==> src/rtl/fifo_pkg.sv <==
// Shared constants, word type and level arithmetic for the FIFO read-side output stage.
package fifo_pkg;

  localparam int FIFO_DATA_WIDTH = 8;
  localparam int LVL_W = 2;

  localparam logic [LVL_W-1:0] LVL_EMPTY = 2'd0;
  localparam logic [LVL_W-1:0] LVL_ONE   = 2'd1;
  localparam logic [LVL_W-1:0] LVL_FULL  = 2'd2;

  // Commitment ceiling: buffered words plus the in-flight read, net of this cycle's pop.
  localparam logic [LVL_W:0] ISSUE_LIMIT = 3'd2;

  typedef logic [FIFO_DATA_WIDTH-1:0] fifo_word_t;

  function automatic logic [LVL_W:0] level_budget(
    input logic [LVL_W-1:0] level,
    input logic             inflight,
    input logic             pop
  );
    return {1'b0, level} + {{LVL_W{1'b0}}, inflight} - {{LVL_W{1'b0}}, pop};
  endfunction

endpackage

==> src/rtl/fifo_fwft_rd_if.sv <==
// FIFO read port plus the first-word-fall-through output stream of the read-side stage.
interface fifo_fwft_rd_if
  import fifo_pkg::*;
#(
  parameter int DATA_WIDTH = FIFO_DATA_WIDTH
);

  logic                  fifo_r_empty;
  logic                  fifo_r_en;
  logic [DATA_WIDTH-1:0] fifo_r_data;
  logic                  m_valid;
  logic                  m_ready;
  logic [DATA_WIDTH-1:0] m_data;
  logic [LVL_W-1:0]      m_level;

  modport master (
    input  fifo_r_empty,
    input  fifo_r_data,
    input  m_ready,
    output fifo_r_en,
    output m_valid,
    output m_data,
    output m_level
  );

  modport slave (
    output fifo_r_empty,
    output fifo_r_data,
    output m_ready,
    input  fifo_r_en,
    input  m_valid,
    input  m_data,
    input  m_level
  );

endinterface

==> src/rtl/fifo_skid_buf.sv <==
// Two-entry in-order output buffer: entry0 is the head, entry1 absorbs an arrival
// while the head is still waiting for the consumer.
module fifo_skid_buf
  import fifo_pkg::*;
#(
  parameter int DATA_WIDTH = FIFO_DATA_WIDTH
) (
  input  logic                  clk,
  input  logic                  rst,
  input  logic                  push,
  input  logic [DATA_WIDTH-1:0] push_data,
  input  logic                  pop,
  output logic [DATA_WIDTH-1:0] head_data,
  output logic                  head_valid,
  output logic [LVL_W-1:0]      level
);

  logic [DATA_WIDTH-1:0] entry0_r;
  logic [DATA_WIDTH-1:0] entry1_r;
  logic [LVL_W-1:0]      level_r;
  logic                  valid_r;

  logic [DATA_WIDTH-1:0] entry0_s;
  logic [DATA_WIDTH-1:0] entry1_s;
  logic [LVL_W-1:0]      level_s;

  // Next-state of both entries and the level for every push/pop combination.
  always_comb begin
    entry0_s = entry0_r;
    entry1_s = entry1_r;
    level_s  = level_r;
    case ({push, pop})
      2'b10: begin
        if (level_r == LVL_EMPTY) begin
          entry0_s = push_data;
          level_s  = LVL_ONE;
        end else if (level_r == LVL_ONE) begin
          entry1_s = push_data;
          level_s  = LVL_FULL;
        end else begin
          // Unreachable: the issue logic never lets a word arrive into a full buffer.
          level_s  = level_r;
        end
      end
      2'b01: begin
        entry0_s = entry1_r;
        level_s  = level_r - LVL_ONE;
      end
      2'b11: begin
        if (level_r == LVL_ONE) begin
          entry0_s = push_data;
        end else begin
          entry0_s = entry1_r;
          entry1_s = push_data;
        end
      end
      default: begin
        level_s = level_r;
      end
    endcase
  end

  // Buffer state register; head_valid is registered from the next level.
  always_ff @(posedge clk) begin
    if (rst) begin
      entry0_r <= '0;
      entry1_r <= '0;
      level_r  <= LVL_EMPTY;
      valid_r  <= 1'b0;
    end else begin
      entry0_r <= entry0_s;
      entry1_r <= entry1_s;
      level_r  <= level_s;
      valid_r  <= (level_s != LVL_EMPTY);
    end
  end

  assign head_data  = entry0_r;
  assign head_valid = valid_r;
  assign level      = level_r;

endmodule

==> src/rtl/fifo_fwft_rd.sv <==
// First-word-fall-through read stage: issues FIFO reads only when the returning word
// is guaranteed a slot, and presents the buffered words as a valid/ready stream.
module fifo_fwft_rd
  import fifo_pkg::*;
#(
  parameter int DATA_WIDTH = FIFO_DATA_WIDTH
) (
  input logic            r_clk,
  input logic            r_rst,
  fifo_fwft_rd_if.master bus
);

  logic                  inflight_r;
  logic                  rd_en_s;
  logic                  pop_s;
  logic                  head_valid_s;
  logic [DATA_WIDTH-1:0] head_data_s;
  logic [LVL_W-1:0]      level_s;

  assign pop_s = head_valid_s & bus.m_ready;

  // Read issue: combinational so a freed slot is refilled in the same cycle.
  always_comb begin
    rd_en_s = 1'b0;
    if (r_rst) begin
      rd_en_s = 1'b0;
    end else if (bus.fifo_r_empty) begin
      rd_en_s = 1'b0;
    end else begin
      rd_en_s = (level_budget(level_s, inflight_r, pop_s) < ISSUE_LIMIT);
    end
  end

  // In-flight flag: rd_en_s already implies the FIFO accepted the read.
  always_ff @(posedge r_clk) begin
    if (r_rst) begin
      inflight_r <= 1'b0;
    end else begin
      inflight_r <= rd_en_s;
    end
  end

  fifo_skid_buf #(
    .DATA_WIDTH (DATA_WIDTH)
  ) u_skid_buf (
    .clk        (r_clk),
    .rst        (r_rst),
    .push       (inflight_r),
    .push_data  (bus.fifo_r_data),
    .pop        (pop_s),
    .head_data  (head_data_s),
    .head_valid (head_valid_s),
    .level      (level_s)
  );

  assign bus.fifo_r_en = rd_en_s;
  assign bus.m_valid   = head_valid_s;
  assign bus.m_data    = head_data_s;
  assign bus.m_level   = level_s;

endmodule
==> src/flat_wrapper.sv <==
// flat-port wrapper written by rule: the top's interface ports become plain ports
module fifo_fwft_rd_flat import fifo_pkg::*;
#(
  parameter int DATA_WIDTH = FIFO_DATA_WIDTH
)
  (r_clk, r_rst, bus_fifo_r_empty, bus_fifo_r_data, bus_m_ready, bus_fifo_r_en, bus_m_valid, bus_m_data, bus_m_level);
  fifo_fwft_rd_if #(.DATA_WIDTH(DATA_WIDTH)) bus_i ();
  input logic r_clk;
  input logic r_rst;
  input wire logic [$bits(bus_i.fifo_r_empty)-1:0] bus_fifo_r_empty;
  input wire logic [$bits(bus_i.fifo_r_data)-1:0] bus_fifo_r_data;
  input wire logic [$bits(bus_i.m_ready)-1:0] bus_m_ready;
  output wire logic [$bits(bus_i.fifo_r_en)-1:0] bus_fifo_r_en;
  output wire logic [$bits(bus_i.m_valid)-1:0] bus_m_valid;
  output wire logic [$bits(bus_i.m_data)-1:0] bus_m_data;
  output wire logic [$bits(bus_i.m_level)-1:0] bus_m_level;
  assign bus_i.fifo_r_empty = bus_fifo_r_empty;
  assign bus_i.fifo_r_data = bus_fifo_r_data;
  assign bus_i.m_ready = bus_m_ready;
  assign bus_fifo_r_en = bus_i.fifo_r_en;
  assign bus_m_valid = bus_i.m_valid;
  assign bus_m_data = bus_i.m_data;
  assign bus_m_level = bus_i.m_level;
  fifo_fwft_rd #(.DATA_WIDTH(DATA_WIDTH)) u_core (.r_clk(r_clk), .r_rst(r_rst), .bus(bus_i));
endmodule
==> config.mk <==
export PLATFORM = sky130hd
export DESIGN_NAME = fifo_fwft_rd_flat
export DESIGN_NICKNAME = d
export VERILOG_FILES = /design/src/rtl/fifo_pkg.sv /design/src/rtl/fifo_fwft_rd_if.sv /design/src/rtl/fifo_skid_buf.sv /design/src/rtl/fifo_fwft_rd.sv /design/src/flat_wrapper.sv
export SDC_FILE = /design/constraint.sdc
export NUM_CORES = 1
export LEC_CHECK = 0
export ABC_AREA = 1
export CORE_MARGIN = 10
export CORE_UTILIZATION = 44
export DETAILED_ROUTE_END_ITERATION = 10
export PLACE_DENSITY_LB_ADDON = 0.08
export SYNTH_ARGS = -nofsm -noshare
export SYNTH_HDL_FRONTEND = slang
export SYNTH_SLANG_ARGS = --single-unit
==> constraint.sdc <==
create_clock -name r_clk -period 2.9 [get_ports r_clk]
set_clock_uncertainty 0.1 [all_clocks]
set_input_delay 0.725 -clock r_clk [delete_from_list [all_inputs] [get_ports r_clk]]
set_output_delay 0.725 -clock r_clk [all_outputs]
set_load 0.03 [all_outputs]
After elaboration in Yosys (flattened, before gate mapping):

Cells that the tools add are included.

* register bits: 20
* input port bits: 12
* output and inout port bits: 12
* logic and storage cells: 34

* add/sub/neg operators: 3
* $lt $le $gt $ge: 1
* equality and inequality tests: 7
* multiplexer cells: 11
* bitwise operators: 1
* reductions and logical operators: 6

Operator list (number)
* 2-to-1 mux 8 bit: 4
* case mux 8 bit (3 select lines): 1
* case mux 8 bit (2 select lines): 1
* inequality test 2 bit (second input constant): 3
* equality test 2 x 1 -> 1 bit (second input constant): 2
* equality test 2 bit (second input constant): 2
* 2-to-1 mux 2 bit: 2
* case mux 2 bit (2 select lines): 1
* nonzero test 2 bit: 2
* adder 2 x 1 -> 3 bit: 1
* less-than comparator 3 x 2 -> 1 bit (second input constant): 1
* AND reduction 3 bit: 1
* nonzero test 3 bit: 1
* subtractor 3 x 1 -> 3 bit: 1
* logical NOT 2 bit: 1
* 2-to-1 mux 1 bit: 2
* AND reduction 2 bit: 1
* subtractor 2 x 1 -> 2 bit (second input constant): 1
* bitwise AND 1 bit: 1

Logic depth before layout (Yosys ltp):

Gate-level depths: netlist of run 1.

* depth in word-level cells: 5
* mapped depth: 10
* depth with buffers taken out: 9

Hierarchy:

From an unflattened synthesis of run 1, not the netlist that was laid out.

* cell total of the unflattened synthesis: 250
* area total of the unflattened synthesis: 1471.4 um2

By module, submodules not included
* fifo_skid_buf: instances 1, cells each 232, area an instance 1361.3 um2, seq. area each 380.4 um2
* fifo_fwft_rd: instances 1, cells each 18, area an instance 110.1 um2, seq. area each 20.0 um2

Least setup slack after synthesis of run 1:

No wires, ideal clock.

* kind: input-to-output
* from: input port bus_m_ready
* to: output port bus_fifo_r_en
* data arrival time: 2554 ps
* required time: 2075 ps
* path slack: -479 ps
* cell stages on the path: 8
* path buffers: 0
* cell sequence: nand2_1 -> inv_1 -> ha_1 -> inv_1 -> nand2_1 -> fa_1 -> nand2_1 -> nor3_1

* word-level cells in the longest chain between the ends: 5

Ends and longest elaborated chain
* start: declaration: RTL line flat_wrapper.sv:12 `input wire logic [$bits(bus_i.m_ready)-1:0] bus_m_ready;`
* bitwise AND 1 bit: RTL line fifo_fwft_rd.sv:20 `assign pop_s = head_valid_s & bus.m_ready;`
* subtractor 3 x 1 -> 3 bit: RTL line fifo_pkg.sv:21 `return {1'b0, level} + {{LVL_W{1'b0}}, inflight} - {{LVL_W{1'b0}}, pop};`
* less-than comparator 3 x 2 -> 1 bit: RTL line fifo_fwft_rd.sv:30 `rd_en_s = (level_budget(level_s, inflight_r, pop_s) < ISSUE_LIMIT);`
* 2-to-1 mux 1 bit: RTL line fifo_fwft_rd.sv:27 `end else if (bus.fifo_r_empty) begin`
* 2-to-1 mux 1 bit: RTL line fifo_fwft_rd.sv:25 `if (r_rst) begin`
* end: declaration: RTL line flat_wrapper.sv:13 `output wire logic [$bits(bus_i.fifo_r_en)-1:0] bus_fifo_r_en;`

Every way passes these cells.

Worst setup path in the final report of run 1:

Same ends and word-level chain as after synthesis.

==> qor.csv, run 1 <==
stage,metric,value,unit
timing,Setup WS post-layout,-23.44,ps
power,Leak Pwr,0.9128,nW
setup_path,RR Startpoint,u_core.u_skid_buf.level[1],
timing,post-layout minimum cycle time,2923,ps
clock_network,Worst-path clk slew,130,ps
route,Vias,1446,
timing,final count of hold timing violations,0,
status,status,"finished, violations left",
route,Post-DRT Antenna Nets,0,
synthesis,Syn. warnings,0,
hold_path,WHS Path Cells,4,
synthesis,synthesized area,1484,µm²
placement,I/O Buffers,23,
run,max-cap viol count,0,
cells_and_area,Util after Layout,57.75,%
floorplan,Vert. Die Dim,78.08,µm
hold_path,hold endpoint,u_core.u_skid_buf.head_data[3],
setup_path,worst path required time,2080,ps
global_route,vias in the first global route,1423,
cells_and_area,nets,288,
cells_and_area,P&R area growth vs syn,27.82,%
route,1st-iter DRT viols,84,
setup_path,CP cell instances,"buf_8, nand2_8, inv_6, ha_4, inv_2, nand2_2, fa_2, xor2_2, nor3_4, buf_6",
synthesis,Synth cell types,22,
clock_network,Longest Clk Path Bufs,2,
clock_network,CTS tree,built,
route,wire per inst,11.73,µm
setup_path,Top Family by Delay on Critical Path,adder cells,
timing,setup violators final,1,
placement,pre-CTS WS,-574.8,ps
setup_path,crit path DAT,2100,ps
power,worst vdd ir,0.0003110,V
synthesis,sequential area share after synthesis,26.98,%
setup_path,R2R depth,7,
floorplan,Core Rows,21,
setup_path,CP peak stage delay,350,ps
route,First-pass DRT Iterations,5,
setup_path,Reg2Reg Capture Point,u_core.u_skid_buf.entry1_r[6],
power,total power,1.842,mW
cells_and_area,"commonest non-fill, non-tap cells in the layout","79 x nand2_1, 35 x nor2_1, 32 x inv_1",
clock_network,CTS buffer count,3,
setup_path,Worst setup EP type,primary output,
timing,Tcrit/Tclk final,100.8,%
setup_path,slowest library cell on the worst path,fa_2,
status,failing checks,negative setup slack,
clock_network,H-tree Lvls,1,
clock_network,clock insertion delay at the later pin of the skew report,310,ps
setup_path,startpoint class of the critical path,input port,
synthesis,post-synthesis register bit count,20,
synthesis,synthesized netlist cell count,239,
global_route,total gr overflow,0,
setup_path,CP Buf/Inv Count,4,
setup_path,critical path class,input port to primary output,
floorplan,die width,78.08,µm
floorplan,die area,6096,µm²
route,DRC,0,
global_route,largest net degree at the start of global routing,18,
cells_and_area,ratio of cells with drive above 1 in the final layout,16.48,%
timing,fin. max-slew vios,0,
route,Via density,4.620,
floorplan,initial core utilization,45.18,%
clock_network,Root Buffer,clkbuf_4,
cells_and_area,"commonest non-fill, non-tap cell in the layout",nand2_1,
synthesis,Avg Synthesized Cell Area,6.209,µm²
floorplan,CORE AREA,3284,µm²
hold_path,hold crit path type,flop to flop,
cells_and_area,Final Non-Filler Cells,313,
placement,DP Cell Count,308,
floorplan,Top Ports,24,
timing,Slew headroom,64.42,%
placement,Final Wtd Congestion,0.7802,
global_route,global-route wire length before repair,6.444,mm
timing,Tightest Pin Transition,533.7,ps
synthesis,Synth area leader,dfxtp_1,
synthesis,post-synth top area share,26.98,%
clock_network,CTS sink count,20,
timing,fmax,342.1,MHz
power,pwr dens,971.2,nW/µm²
global_route,initial antenna violation count,0,
cells_and_area,fill cell count,339,
route,drt total wl,3.673,mm
hold_path,hold path startpoint,u_core.u_skid_buf.head_data[3],
timing,unrepaired setup endpoints after global routing,true,
global_route,GR Util All Layers,12.63,%
placement,DP HPWL,2.568,mm
setup_path,Crit Path Max Fanout,2,
cells_and_area,diode count,0,
setup_path,FF-to-FF setup slack,1010,ps
synthesis,syn nets,259,
synthesis,Synth area leaders,"dfxtp_1 27%, nand2_1 21%, inv_1 8.9%",
==> worst register-to-register path, cell delays in order (launching register included) <==
cell	delay, ps
dfxtp_1	410
inv_1	130
ha_1	500
nand2_2	290
nand2_4	210
nand2_1	70
nand2_1	60
nor2_1	40
==> layer usage <==
metal	GRT usage (%)	up-vias	share of wire, %
met2	20.39	39	47
met5	0	-	0
met1	16.36	623	45
met4	3.763	0	1.1
li1	-	779	-
met3	2.847	5	6.7
==> how the worst max path moves through the flow <==
stage | start | endpoint | slack, ps | cells after the start
final | bus_m_ready | bus_fifo_r_en | -20 | 10
after global routing | u_core.u_skid_buf.head_valid | bus_fifo_r_en | -100 | 9
after CTS | bus_m_ready | bus_fifo_r_en | -20 | 10
after detailed placement | bus_m_ready | bus_fifo_r_en | -570 | 10
after global placement | bus_m_ready | bus_fifo_r_en | -560 | 10
after floorplan | bus_m_ready | bus_fifo_r_en | -10 | 8
==> synth_stat cells, drive strengths merged <==
cell	instances
nor2	36
inv	37
a21oi	13
buf	7
o21ai	2
o211ai	1
xor2	1
fa	1
nand3	21
nand2	89
ha	7
nor3	2
dfxtp	20
clkinv	2
==> flip-flops by register name, summed over array words and instances, names as in the netlist <==
name	flops
u_core.inflight_r	1
u_core.u_skid_buf.entry1_r	8
u_core.u_skid_buf.head_data	8
u_core.u_skid_buf.head_valid	1
u_core.u_skid_buf.level	2
==> layout make-up <==
class | count | area [µm²] | area share [%]
multi-input combinational | 173 | 934.6 | 49.27
sequential | 20 | 401.6 | 21.17
timing repair buffer | 31 | 296.5 | 15.63
inverter | 39 | 153.9 | 8.113
tap | 46 | 57.56 | 3.034
clock inverter | 1 | 30.03 | 1.583
clock buffer | 3 | 22.52 | 1.187
==> kinds of logic after synthesis <==
logic type | synth area share (%)
adder cells (fa/ha/maj) | 7.251
AND/OR/NAND/NOR | 43.00
flip-flops | 26.98
XOR/XNOR | 0.5903
AO/OA/AOI/OAI | 7.589
buffers and inverters | 14.59
==> report_power, final <==
part           internal (mW)  switching (mW)
combinational          0.448           0.696
sequential             0.377          0.0850
clock                  0.140          0.0964
==> what timing repair did <==
item / in CTS / in global routing
hold buffers: 0 / 0
gates resized for setup: 13 / 2
pin swaps: 3 / 0
setup endpoints to repair: 1 / 1
buffers inserted: 1 / 0
==> per-stage QoR <==
| stage | setup TNS (ps) | cell area [µm²] | hold slack (ps) |
|---|---|---|---|
| floorplan | -14.56 | 1531 | 402.2 |
| global placement | -555.5 | 1802 | 416.9 |
| detailed placement | -574.8 | 1802 | 421.2 |
| CTS | -22.05 | 1894 | 441.4 |
| global route | -99.69 | 1897 | 475.3 |
| finish | -23.44 | 1897 | 437.1 |
No activity file was read; power rests on OpenSTA's default activity.
==> inputs of run 2 (changes only) <==
--- a/config.mk
+++ b/config.mk
@@ -6,9 +6,11 @@
 export NUM_CORES = 1
 export LEC_CHECK = 0
 export ABC_AREA = 1
+export ABC_CLOCK_PERIOD_IN_PS = 2900
 export CORE_MARGIN = 10
 export CORE_UTILIZATION = 44
 export DETAILED_ROUTE_END_ITERATION = 10
+export GPL_TIMING_DRIVEN = 0
 export PLACE_DENSITY_LB_ADDON = 0.08
 export SYNTH_ARGS = -nofsm -noshare
 export SYNTH_HDL_FRONTEND = slang
==> run 2 against run 1 <==
The flow still finishes with violations (negative setup slack). Register-to-register slack got worse by 30 ps. Largest power group unchanged. Die area unchanged. Global-route usage decreased by 0.87 points.
==> qor.csv, run 2 (synthesized netlist as in run 1, its figures left out) <==
stage,metric,value,unit
power,pwr dens,919.9,nW/µm²
global_route,vias in the first global route,1386,
cells_and_area,nets,292,
setup_path,RR Startpoint,u_core.inflight_r,
hold_path,hold endpoint,u_core.u_skid_buf.head_data[0],
placement,pre-CTS WS,-1155,ps
clock_network,CTS buffer count,3,
timing,fmax,342.2,MHz
route,DRC,0,
floorplan,die area,6096,µm²
route,wire per inst,10.62,µm
global_route,initial antenna violation count,0,
setup_path,crit path DAT,2100,ps
global_route,Most Crowded Layer GR,met2,
cells_and_area,area of the multi-input gates,922.1,µm²
power,Leak Pwr,0.9224,nW
clock_network,hold_buf cts,0,
global_route,largest net degree at the start of global routing,11,
global_route,met3 Track Usage GR,3.075,%
floorplan,initial core utilization,45.18,%
route,Via density,4.323,
floorplan,Core Rows,21,
floorplan,die width,78.08,µm
timing,worst hold margin,427.5,ps
hold_path,hold crit path type,flop to flop,
timing,Tightest Pin Transition,315.0,ps
hold_path,hold path startpoint,u_core.u_skid_buf.head_data[0],
setup_path,FF-to-FF setup slack,980,ps
cells_and_area,P&R area growth vs syn,27.99,%
route,Vias,1366,
placement,Final Wtd Congestion,0.7722,
clock_network,H-tree Lvls,1,
status,status,"finished, violations left",
route,Post-DRT Antenna Nets,0,
global_route,GR Util All Layers,11.76,%
cells_and_area,"commonest non-fill, non-tap cell in the layout",nand2_1,
timing,fin. max-slew vios,0,
clock_network,Worst-path clk slew,100,ps
clock_network,Root Buffer,clkbuf_4,
global_route,total gr overflow,0,
cells_and_area,fill cell count,339,
global_route,routing usage on met1,13.93,%
status,failing checks,negative setup slack,
setup_path,R2R depth,8,
hold_path,WHS Path Cells,4,
floorplan,Vert. Die Dim,78.08,µm
timing,post-layout minimum cycle time,2922,ps
timing,final count of hold timing violations,0,
timing,Slew headroom,78.93,%
placement,I/O Buffers,23,
cells_and_area,FF+latch area,401.6,µm²
timing,Setup WS post-layout,-22.02,ps
run,max-cap viol count,0,
timing,setup violators final,1,
placement,DP HPWL,2.694,mm
timing,setup TNS,-22.02,ps
setup_path,Crit Path Max Fanout,3,
floorplan,Top Ports,24,
setup_path,worst path required time,2080,ps
setup_path,critical path class,input port to primary output,
cells_and_area,"commonest non-fill, non-tap cells in the layout","79 x nand2_1, 35 x nor2_1, 33 x inv_1",
route,1st-iter DRT viols,52,
global_route,global-route wire length before repair,5.975,mm
power,total power,1.747,mW
cells_and_area,Final Cell Area,1899,µm²
placement,DP Cell Count,308,
placement,dpl cell area,1819,µm²
global_route,met2 GRT Util,20.07,%
clock_network,clock insertion delay at the later pin of the skew report,300,ps
cells_and_area,Final Non-Filler Cells,316,
setup_path,Reg2Reg Capture Point,u_core.inflight_r,
cells_and_area,ratio of cells with drive above 1 in the final layout,16.67,%
setup_path,Worst setup EP type,primary output,
route,First-pass DRT Iterations,5,
clock_network,CTS sink count,20,
timing,Tcrit/Tclk final,100.8,%
power,worst vdd ir,0.0002713,V
cells_and_area,Util after Layout,57.83,%
clock_network,Longest Clk Path Bufs,2,
cells_and_area,diode count,0,
setup_path,startpoint class of the critical path,input port,
floorplan,CORE AREA,3284,µm²
clock_network,CTS tree,built,
route,drt total wl,3.355,mm
timing,unrepaired setup endpoints after global routing,true,
run 2: cell count changes in the layout (fill, tap and decap cells not counted):
cell / change
inv_1: +1
ha_4: -1
ha_1: +1
buf_6: +4
bufinv_16: -1
inv_2: -1
run 2: final cells by class:
cell class	instances	area share, %
Buffer	7	3.557
Clock buffer	3	1.186
Inverter	39	8.103
Multi-Input combinational cell	173	48.55
Sequential cell	20	21.15
Tap cell	46	3.030
Timing Repair Buffer	28	14.43
run 2: per-layer routing:
layer,wire length (µm),vias to the layer above
met3,158,4
li1,-,783
met5,0,-
met4,37,0
met1,1654,555
met2,1505,24
run 2: power breakdown:
part	leakage [nW]	total [mW]	switching, mW	internal, mW
combinational	0.745	1.16	0.678	0.481
sequential	0.164	0.457	0.0794	0.377
clock	0.0138	0.132	0.0835	0.0484
run 2: repair_timing:
item | CTS | global route
resized for setup | 17 | 1
setup endpoints to repair | 1 | 1
gates cloned | 0 | 0
pin swaps | 3 | 0
buffers inserted | 5 | 0
run 2: worst max-delay path by stage:
stage	end	from
2_1_floorplan	bus_fifo_r_en	bus_m_ready
3_3_place_gp	bus_fifo_r_en	bus_m_ready
3_5_place_dp	bus_fifo_r_en	bus_m_ready
4_1_cts	bus_fifo_r_en	bus_m_ready
5_1_grt	bus_fifo_r_en	bus_m_ready
6_report	bus_fifo_r_en	bus_m_ready
run 2: critical path, cell delays in order:
cell	delay [ps]
buf_8	100
nand2_8	50
inv_6	40
ha_4	210
inv_2	50
nand2_2	50
fa_2	350
xor2_2	170
nor3_4	190
buf_6	150
